==> config.mk <==
export PLATFORM = sky130hd
export DESIGN_NAME = skin_decider
export DESIGN_NICKNAME = d
export VERILOG_FILES = /design/src/rtl/skin_decider_pkg.sv /design/src/rtl/skin_bg_model.sv /design/src/rtl/skin_decider.sv
export SDC_FILE = /design/constraint.sdc
export NUM_CORES = 1
export LEC_CHECK = 0
export CAP_MARGIN = 20
export CORE_ASPECT_RATIO = 1.25
export CORE_MARGIN = 5
export CORE_UTILIZATION = 29
export CTS_CLUSTER_DIAMETER = 80
export DETAILED_ROUTE_END_ITERATION = 12
export SLEW_MARGIN = 20
export SYNTH_ARGS = -nofsm -noshare
export SYNTH_HDL_FRONTEND = slang
export SYNTH_SLANG_ARGS = --single-unit
==> constraint.sdc <==
create_clock -name clk -period 6.7 [get_ports clk]
set_clock_uncertainty 0.2 [all_clocks]
set_input_delay 1.34 -clock clk [delete_from_list [all_inputs] [get_ports clk]]
set_output_delay 1.34 -clock clk [all_outputs]
set_load 0.01 [all_outputs]
==> src/rtl/skin_decider_pkg.sv <==
// rtl/skin_decider_pkg.sv - shared pixel width and chroma/background thresholds
package skin_decider_pkg;

  localparam int PIX_W    = 8;
  localparam int BG_DEPTH = 4;

  localparam logic [PIX_W-1:0] CB_MIN    = 8'd77;
  localparam logic [PIX_W-1:0] CB_MAX    = 8'd127;
  localparam logic [PIX_W-1:0] CR_MIN    = 8'd133;
  localparam logic [PIX_W-1:0] CR_MAX    = 8'd173;
  localparam logic [PIX_W-1:0] BG_THRESH = 8'd20;

  function automatic logic in_window(input logic [PIX_W-1:0] v,
                                     input logic [PIX_W-1:0] lo,
                                     input logic [PIX_W-1:0] hi);
    return (v >= lo) && (v <= hi);
  endfunction

endpackage

==> src/rtl/skin_bg_model.sv <==
// rtl/skin_bg_model.sv - learned background luma ring, averager and abs-diff compare
module skin_bg_model
  import skin_decider_pkg::*;
(
  input  logic             clk,
  input  logic             rst,
  input  logic             learn,
  input  logic [PIX_W-1:0] luma,
  output logic             far
);

  logic [PIX_W-1:0]        bg [BG_DEPTH];
  logic [1:0]              ptr;
  logic [PIX_W+1:0]        sum;
  logic [PIX_W-1:0]        avg;
  logic signed [PIX_W:0]   delta;
  logic signed [PIX_W:0]   neg_delta;
  logic [PIX_W-1:0]        mag;

  always_ff @(posedge clk) begin
    if (rst) begin
      for (int i = 0; i < BG_DEPTH; i++) bg[i] <= '0;
      ptr <= '0;
    end else if (learn) begin
      bg[ptr] <= luma;
      ptr     <= ptr + 2'd1;
    end
  end

  // Compare uses the ring as it stood before this edge; average is truncated.
  always_comb begin
    sum       = {2'b00, bg[0]} + {2'b00, bg[1]} + {2'b00, bg[2]} + {2'b00, bg[3]};
    avg       = sum[PIX_W+1:2];
    delta     = $signed({1'b0, luma}) - $signed({1'b0, avg});
    neg_delta = -delta;
    mag       = delta[PIX_W] ? neg_delta[PIX_W-1:0] : delta[PIX_W-1:0];
    far       = (mag >= BG_THRESH);
  end

endmodule

==> src/rtl/skin_decider.sv <==
// rtl/skin_decider.sv - per-pixel chroma skin classifier with optional background gating
module skin_decider
  import skin_decider_pkg::*;
(
  input  logic             clk,
  input  logic             rst,
  input  logic [PIX_W-1:0] luma_ch,
  input  logic [PIX_W-1:0] cb_ch,
  input  logic [PIX_W-1:0] cr_ch,
  input  logic             BACKGROUND_DIFFERENCE,
  output logic             object_image
);

  logic skin;
  logic far;

  assign skin = in_window(cb_ch, CB_MIN, CB_MAX) && in_window(cr_ch, CR_MIN, CR_MAX);

  skin_bg_model u_bg (
    .clk   (clk),
    .rst   (rst),
    .learn (!BACKGROUND_DIFFERENCE),
    .luma  (luma_ch),
    .far   (far)
  );

  always_ff @(posedge clk) begin
    if (rst) object_image <= 1'b0;
    else     object_image <= skin && (!BACKGROUND_DIFFERENCE || far);
  end

endmodule

==> results.cfg <==
[worst_hold_path]
whs_path_depth = 2
min_path_type = flip-flop to flip-flop

[finish]
final_cell_mix = inv_1, edfxtp_1, and2_1
area_delta_synth_final_pct = 19.50
final_common_cell = inv_1
final_nets = 345
fin_area_sq_um = 3128
drive_gt1_frac = 0.06667
diodes = 0

[yosys]
synth.top_cell.area_share = 0.3671
synth.cell_area_sq_um = 2618
synth_flop_cell = edfxtp_1
yosysWarnings = 0
synth-edff-count = 32
synth_area_leaders = edfxtp_1, ha_1, fa_1, and2_1, inv_1
syn_nets = 311
yosys.area.top_type = edfxtp_1
async_flop_share = 0
synth.yosys.seq_area_share = 0.3901
ys_ff_latch = 35
ys_types = 45
syn_area_per_cell_sq_um = 10.47
synth_cells = 250

[cts]
tritoncts.num_buffers = 5
clock_sinks = 35
clockBufferDepth = 2
cts_setup_buffers = 0
clock-root-buffer = clkbuf_8
cts_resized = 0
htree_levels = 2
worstSkewPairLatency_ps = 290
cts_tree = built
clkSlewWorstSetupHoldPaths_ps = 70
holdBufCountCts = 0

[power_and_ir_drop]
p_switching_w = 0.0004059
seq_power_share = 0.256
cellPowerDensity_nw_per_um2 = 321.3
ir_drop_v = 0.0001028
p_comb_frac = 0.594
cellLeakagePower_nw = 1.356
p_clk_frac = 0.150
p_sw_frac = 0.4040
p_int_w = 0.0005990

[job]
maxCapViolCount = 0

[worst_setup_path]
critPathCaptureType = flip-flop
cp_max_fo = 4
critPathLaunchType = flip-flop
criticalPathCategory = flip-flop to flip-flop
crit_path_top_delay_cell = fa_1
crit_path_max_incr_delay_ps = 500
path_cells = ha_1 > inv_1 > fa_1 > inv_1 > a21oi_1 > o21ai_0 > xnor2_1 > fa_1 > inv_1 > ha_1 > inv_1 > nor2_1 > nor2_1 > o21bai_1 > a21oi_1 > xnor2_1 > ha_1 > a21oi_1 > o31ai_2 > o21ai_2 > o311ai_1 > or3_1 > a2111oi_2 > a21oi_1
required_ps = 6650
reg2reg_depth = 24
arrival_ps = 5120

[global_route]
grt_pass1_vias = 1994
grt.overflow.total = 0
grt_max_degree = 12
grt_pass1_wl_mm = 9.156
antenna_found_initial = 0
grt_use_total = 0.1098

[timing]
finalCritPeriodShare = 0.7718
rsz0062_at_grt = no
worst_slack_ps = 1529
relSlewSlack = 0.4252
report.final.hold_viol_count = 0
tns_ps = 0
min_period_ps = 5171
fmax_mhz = 193.4
finalSetupViolCount = 0
final_max_slew_viol_count = 0
worst_pin_slew_ps = 855.1

[floorplan]
start_util = 0.2992
rows = 38
die-area_sq_um = 11040
ios = 28
die_w_um = 94.98
die_y_um = 116.2
core_sq_um = 8748

[drt]
drc_errors = 0
viasPerCell = 4.459
drt-initial-drc-count = 75
drt_wl_total_mm = 5.421
postRouteAntennaNets = 0
wl_per_cell_um = 13.39
num_vias = 1806
drt_pass1_iterations = 4

[placement]
dpl_worst_slack_ps = 1523
dp_hpwl_mm = 4.395
io_buffers = 27
gp_congestion = 0.7872
dpl-instance-area_sq_um = 3048

[outcome]
status = complete, no violations
-- synthesized netlist by cell type (2+ instances only) --
master and n:
inv_1 42, edfxtp_1 32, and2_1 31, ha_1 24, xnor2_1 14, a21oi_1 13
fa_1 10, a21o_1 9, nor2_1 8, nand2_1 6, xor2_1 6, nor3_1 5
o21ai_0 5, nand3_1 4, dfxtp_1 3, nor4_1 3, o21bai_1 3, and3_1 2
o2111ai_1 2, or2_2 2, or3_1 2
-- power groups by stage --
stage	Clock, W	Sequential [W]	Combinational, W
global route	0.000164	0.000258	0.000664
CTS	0.000155	0.000257	0.000600
detailed placement	0	0.000262	0.000593
floorplan	0	0.000261	0.000479
global placement	0	0.000262	0.000584
finish	0.000151	0.000257	0.000597
-- registers in the layout, summed over array words and instances, names as in the netlist --
signal,cells
u_bg.bg,32
object_image,1
u_bg.ptr,2
-- worst paths after layout --
path,end,slack (ps),startpoint
setup reg to reg,object_image,1530,u_bg.bg[1][0]
hold reg to reg,u_bg.ptr[0],330,u_bg.ptr[0]
setup / recovery,object_image,1530,u_bg.bg[1][0]
hold / removal,u_bg.ptr[0],330,u_bg.ptr[0]
-- critical path, delay by kind of cell, from the launching register on --
kind	cells	cell delay (ps)
adders and majority gates	5	1640
and+or+nand+nor	3	610
AOI/OAI and AO/OA	10	1700
xor gates and xnor gates	2	280
buffers and inverters	4	280
DFF	1	330
-- area by class of cell --
| cell class | instances | area, sq um |
|---|---|---|
| well taps | 120 | 150.1 |
| inverters | 42 | 157.7 |
| clock buffers | 8 | 80.08 |
| repair buffers | 28 | 277.8 |
| flip-flops and latches | 35 | 1021 |
| fillers | 894 | 5620 |
| multi-input cells | 172 | 1441 |
-- routing by layer --
metal  vias up  track usage  wire length (um)
met5         -            0                 0
met3        12      0.01353                83
met1       854       0.1140              2209
met4         0      0.06833               226
met2        20       0.2065              2903
li1        920            -                 -
-- cell families (layout without fill, tap and decap cells) --
logic type               count (synthesis)  in the layout  synth area share
XOR/XNOR                                20             20           0.06692
AND/OR/NAND/NOR                         73             73            0.1640
adder cells (fa/ha/maj)                 34             34            0.1912
AO/OA/AOI/OAI                           44             44            0.1205
multiplexers                             1              1          0.005734
buffers and inverters                   43             78           0.06166
flip-flops                              35             35            0.3901
-- per-stage QoR --
step                  util  std cells  total power [W]  hold WS, ps
floorplan                -        250        0.0007397        281.6
global placement    0.3484        397        0.0008459        314.7
detailed placement  0.3484        397        0.0008549        321.3
CTS                 0.3576        405         0.001013        333.6
global route        0.3576        405         0.001086        406.3
finish              0.3576        405         0.001005        334.2
No activity file was read; power rests on OpenSTA's default activity.
